===== src/rtl/row_ram_to_lcd.sv =====
// Read side of the UART row buffer: streams one completed row from the row RAM
// to the LCD SPI byte sender and tracks row/frame position.
module row_ram_to_lcd #(
    parameter int ROW_BYTES = 480,
    parameter int ROWS      = 320,
    parameter int ADDR_W    = 9
) (
    input  logic              clk,
    input  logic              rst_n,
    input  logic              row_ready,
    input  logic [7:0]        out_data,
    output logic [ADDR_W-1:0] addr_out_index,
    output logic [7:0]        pix_data,
    output logic              pix_valid,
    input  logic              pix_ready,
    output logic              show_row_done,
    output logic [ADDR_W-1:0] row_idx,
    output logic              frame_done,
    output logic              busy,
    output logic              overrun
);

    localparam logic [ADDR_W-1:0] LAST_ADDR = ADDR_W'(ROW_BYTES - 1);
    localparam logic [ADDR_W-1:0] LAST_ROW  = ADDR_W'(ROWS - 1);

    typedef enum logic [2:0] {IDLE, FETCH, LOAD, SEND, DONE} state_t;

    state_t state, state_nxt;
    logic   row_ready_q;
    logic   pending;
    logic   rdy_edge;
    logic   start;
    logic   accept;

    assign rdy_edge = row_ready & ~row_ready_q;
    assign start    = (state == IDLE) && (rdy_edge || pending);
    assign accept   = (state == SEND) && pix_ready;

    always_ff @(posedge clk or negedge rst_n) begin
        if (!rst_n) state <= IDLE;
        else        state <= state_nxt;
    end

    always_comb begin
        state_nxt = state;
        case (state)
            IDLE:    if (rdy_edge || pending) state_nxt = FETCH;
            FETCH:   state_nxt = LOAD;
            LOAD:    state_nxt = SEND;
            SEND:    if (pix_ready) state_nxt = (addr_out_index == LAST_ADDR) ? DONE : FETCH;
            DONE:    state_nxt = IDLE;
            default: state_nxt = IDLE;
        endcase
    end

    always_comb begin
        busy          = (state != IDLE);
        show_row_done = (state == DONE);
        frame_done    = (state == DONE) && (row_idx == LAST_ROW);
    end

    // Edges arriving while a row is in flight queue one deep; a second one is lost.
    always_ff @(posedge clk or negedge rst_n) begin
        if (!rst_n) begin
            row_ready_q <= 1'b0;
            pending     <= 1'b0;
            overrun     <= 1'b0;
        end else begin
            row_ready_q <= row_ready;
            if (state == IDLE) begin
                pending <= 1'b0;
            end else if (rdy_edge) begin
                if (pending) overrun <= 1'b1;
                else         pending <= 1'b1;
            end
        end
    end

    always_ff @(posedge clk or negedge rst_n) begin
        if (!rst_n) begin
            addr_out_index <= '0;
            pix_data       <= '0;
            pix_valid      <= 1'b0;
            row_idx        <= '0;
        end else begin
            if (start)
                addr_out_index <= '0;
            else if (accept && addr_out_index != LAST_ADDR)
                addr_out_index <= addr_out_index + 1'b1;

            if (state == LOAD) begin
                pix_data  <= out_data;
                pix_valid <= 1'b1;
            end else if (accept) begin
                pix_valid <= 1'b0;
            end

            if (state == DONE)
                row_idx <= (row_idx == LAST_ROW) ? '0 : row_idx + 1'b1;
        end
    end

endmodule


===== config.mk =====
export PLATFORM = sky130hd
export DESIGN_NAME = row_ram_to_lcd
export DESIGN_NICKNAME = d
export VERILOG_FILES = /design/src/rtl/row_ram_to_lcd.sv
export SDC_FILE = /design/constraint.sdc
export NUM_CORES = 1
export LEC_CHECK = 0
export ABC_CLOCK_PERIOD_IN_PS = 1600
export CAP_MARGIN = 10
export CORE_MARGIN = 2
export CORE_UTILIZATION = 44
export CTS_BUF_LIST = sky130_fd_sc_hd__clkbuf_4
export DETAILED_ROUTE_END_ITERATION = 7
export GPL_TIMING_DRIVEN = 1
export PLACE_DENSITY = 0.75
export REMOVE_ABC_BUFFERS = 1
export SLEW_MARGIN = 20
export SYNTH_ARGS = -nofsm -noshare
export SYNTH_HDL_FRONTEND = slang
export SYNTH_SLANG_ARGS = --single-unit
export TNS_END_PERCENT = 1

===== constraint.sdc =====
create_clock -name clk -period 1.6 [get_ports clk]
set_clock_uncertainty 0.05 [all_clocks]
set_input_delay 0.16 -clock clk [delete_from_list [all_inputs] [get_ports clk]]
set_output_delay 0.16 -clock clk [all_outputs]
set_load 0.03 [all_outputs]

==> qor.yml <==
drt:
  wirelength_um: 3390
  first_iter_violations: 69
  routedWlPerCell_um: 13.6
  via_per_inst: 5.24
  via_count: 1299
  drtAntennaViolNets: 0
  drc: 0
  firstDrtPassIters: 4
worst_setup_path:
  critPathLaunchType: "flop"
  r2r_end: "row_idx[8]"
  cp_max_fo: 3
  r2r-start: "state[2]"
  crit_path_end_kind: "output port"
  critPathRequiredTime_ns: 1.39
  r2r_slack_ns: -0.12
  crit_arrival_ns: 1.73
  rr_worst_depth: 5
  critical_path_class: "reg -> out"
power_and_ir_drop:
  vdd_ir_drop_max_mv: 0.987
  p_leak_nw: 1.11
  p_per_area_nw_per_um2: 1390
global_route:
  grt_pass1_wl_um: 6200
  grtUsageTotal_pct: 19.7
  grt_start_max_net_pins: 34
  grt_overflow: 0
  antenna_found_initial: 0
  grt_pass1_vias: 1347
final_layout:
  finalNetCount: 217
  area_delta_synth_final_pct: 44.4
  final_area_um2: 2210
  drive_gt1_share_pct: 26.2
  diodes: 0
  fillers: 297
  fin_util_pct: 66.3
cts:
  clkTransAtPathRegs_ns: 0.10
  cts_tree: "done"
  numCtsBuffers: 5
  cts.sinks: 33
  insertion_delay_ns: 0.32
  cts_hold_buf: 0
  clockRootBuffer: "clkbuf_4"
  cts_buffer_depth: 2
  cts_max_level: 2
synth:
  synth.distinct_cells: 43
  synth_top_family_by_area: "simple AND/OR/NAND/NOR gates"
  synth_compound_area_share_pct: 9.63
  ys_seq_area_share_pct: 53.9
  synthMuxAreaShare_pct: 7.18
  ys_warn_count: 0
  synth_cells: 135
  postSynthAreaPerCell_um2: 11.4
  syn_area_um2: 1530
  ys_seq_elements: 33
  synthAdderAreaFrac_pct: 1.63
  synth_xor_area_share_pct: 4.00
  synth_simple_gate_area_share_pct: 20.6
timing:
  finalSetupViolCount: 6
  tns_ns: -1.03
  hold_viol: 0
  min_period_over_period_pct: 121
  worst_pin_slew_ns: 0.398
  drv_slew: 0
  setup_slack_ns: -0.339
  period_minus_slack_ns: 1.94
  rsz0062_at_grt: "true"
  fmax_ghz: 0.516
  slew_headroom_pct: 73.2
floorplan:
  rows: 21
  initial_core_util_pct: 45.9
  coreArea_um2: 3340
  fp.dieArea_um2: 3970
  die_h_um: 63.0
  io_pins: 43
  die-width_um: 63.0
outcome:
  failed_checks: "setup timing"
  status: "finished, violations left"
place:
  portBuffers: 42
  dp_hpwl_um: 2560
  dpl_cell_area_um2: 2130
  place.gp.congestion: 0.826
  place_ws_ns: -0.176
run:
  drv_cap: 0
worst_hold_path:
  hp-class: "in -> async"
## layout make-up
cell class	count	area, µm²	area share, %
Clock buffer	5	37.5	1.70
Multi-Input combinational cell	94	668	30.2
Clock inverter	1	5.00	0.226
Tap cell	46	57.6	2.60
Timing Repair Buffer	64	598	27.0
Inverter	5	21.3	0.961
Sequential cell	33	826	37.3
## cell usage in the layout (no fill, tap or decap), types with 5 or more instances in the layout
| master | synthesis | routed |
|---|---|---|
| dfrtp_1 | 33 | 33 |
| nor2_1 | 8 | 8 |
| mux2_2 | 8 | 8 |
| dlymetal6s2s_1 | 0 | 9 |
| nand2_1 | 10 | 10 |
| clkdlybuf4s50_1 | 0 | 13 |
| o21ai_0 | 5 | 5 |
| dlygate4sd2_1 | 0 | 17 |
| clkbuf_4 | 0 | 5 |
| buf_4 | 0 | 20 |
| nand4_1 | 5 | 5 |
## sequential cells by signal, indices dropped and copies added (netlist names)
signal,cells
addr_out_index,9
overrun,1
pending,1
pix_data,8
pix_valid,1
row_idx,9
row_ready_q,1
state,3
## kinds of logic after synthesis
| kind of cell | Yosys count |
|---|---|
| AND/OR/NAND/NOR | 52 |
| adder cells (fa/ha/maj) | 2 |
| multiplexers | 10 |
| buffers and inverters | 8 |
| AO/OA/AOI/OAI | 23 |
| flip-flops | 33 |
| XOR/XNOR | 7 |
## synth_stat cells, drive strengths merged
| cell | number | share of area, % |
|---|---|---|
| or3b | 1 | 0.57 |
| nor2 | 8 | 2.0 |
| dfrtp | 33 | 54 |
| a31oi | 1 | 0.41 |
| nand3 | 5 | 2.0 |
| and2 | 1 | 0.41 |
| or3 | 4 | 1.7 |
| nor3b | 1 | 0.82 |
| a211oi | 2 | 0.98 |
| nand2 | 10 | 2.4 |
| xnor2 | 4 | 2.3 |
| o21bai | 1 | 0.49 |
| and4b | 2 | 1.4 |
| mux2 | 8 | 5.9 |
| nor3 | 4 | 1.3 |
| inv | 5 | 1.4 |
| a22o | 1 | 0.57 |
| nand4 | 5 | 2.0 |
| ha | 2 | 1.6 |
| a31o | 3 | 1.7 |
| buf | 2 | 1.5 |
| xor2 | 3 | 1.7 |
| nand4b | 1 | 0.57 |
| o21a | 1 | 0.49 |
| and4 | 1 | 0.57 |
| and3 | 2 | 0.82 |
| a21oi | 5 | 1.6 |
| a21o | 2 | 1.1 |
| nand2b | 1 | 0.41 |
| nor4 | 3 | 2.2 |
| o21ai | 7 | 2.3 |
| nor2b | 1 | 0.41 |
| clkbuf | 1 | 0.24 |
| or2 | 2 | 0.98 |
| mux2i | 2 | 1.3 |
## worst max-delay path, cell delays in order (launching register included)
cell	delay, ns
dfrtp_1	0.39
or3b_1	0.37
or2_4	0.25
nor4_4	0.21
buf_6	0.18
## power breakdown
part | switching (W) | internal (W) | leakage (nW) | total (W)
logic | 0.000785 | 0.000674 | 0.664 | 0.00146
registers | 0.000148 | 0.00105 | 0.417 | 0.00120
clock network | 0.000253 | 0.000152 | 0.0269 | 0.000405
total | 0.00119 | 0.00188 | 1.11 | 0.00307
## per-layer routing
layer  track usage, %  routed length [µm]  part of all wire [%]  up-vias
li1                 -                   -                     -      621
met1             24.1                1400                    41      635
met2             34.4                1790                    53       38
met3             3.60                 147                   4.3        5
met4             7.22                  51                   1.5        0
met5                0                   0                     0        -
## stage by stage
step	hold slack (ns)	total power (W)	std cells
after floorplan	-0.186	0.00202	132
after global placement	0.407	0.00264	240
after detailed placement	0.422	0.00271	240
after CTS	0.191	0.00310	248
after global routing	0.218	0.00326	248
final	0.169	0.00307	248
## what timing repair did
action	in CTS	in global routing
pin swaps	5	0
gates resized for setup	22	13
setup endpoints to repair	25	30
buffers inserted	2	0
## how the worst max path moves through the flow
stage	startpoint	end	slack, ns	cells past startpoint
after floorplan	state[0]	row_idx[3]	-0.40	4
after global placement	state[1]	frame_done	-0.14	4
after detailed placement	state[1]	frame_done	-0.18	4
after CTS	state[0]	frame_done	-0.37	4
after global routing	state[0]	frame_done	-0.43	4
final	state[2]	frame_done	-0.34	4
Power figures use the tool's default switching activity.
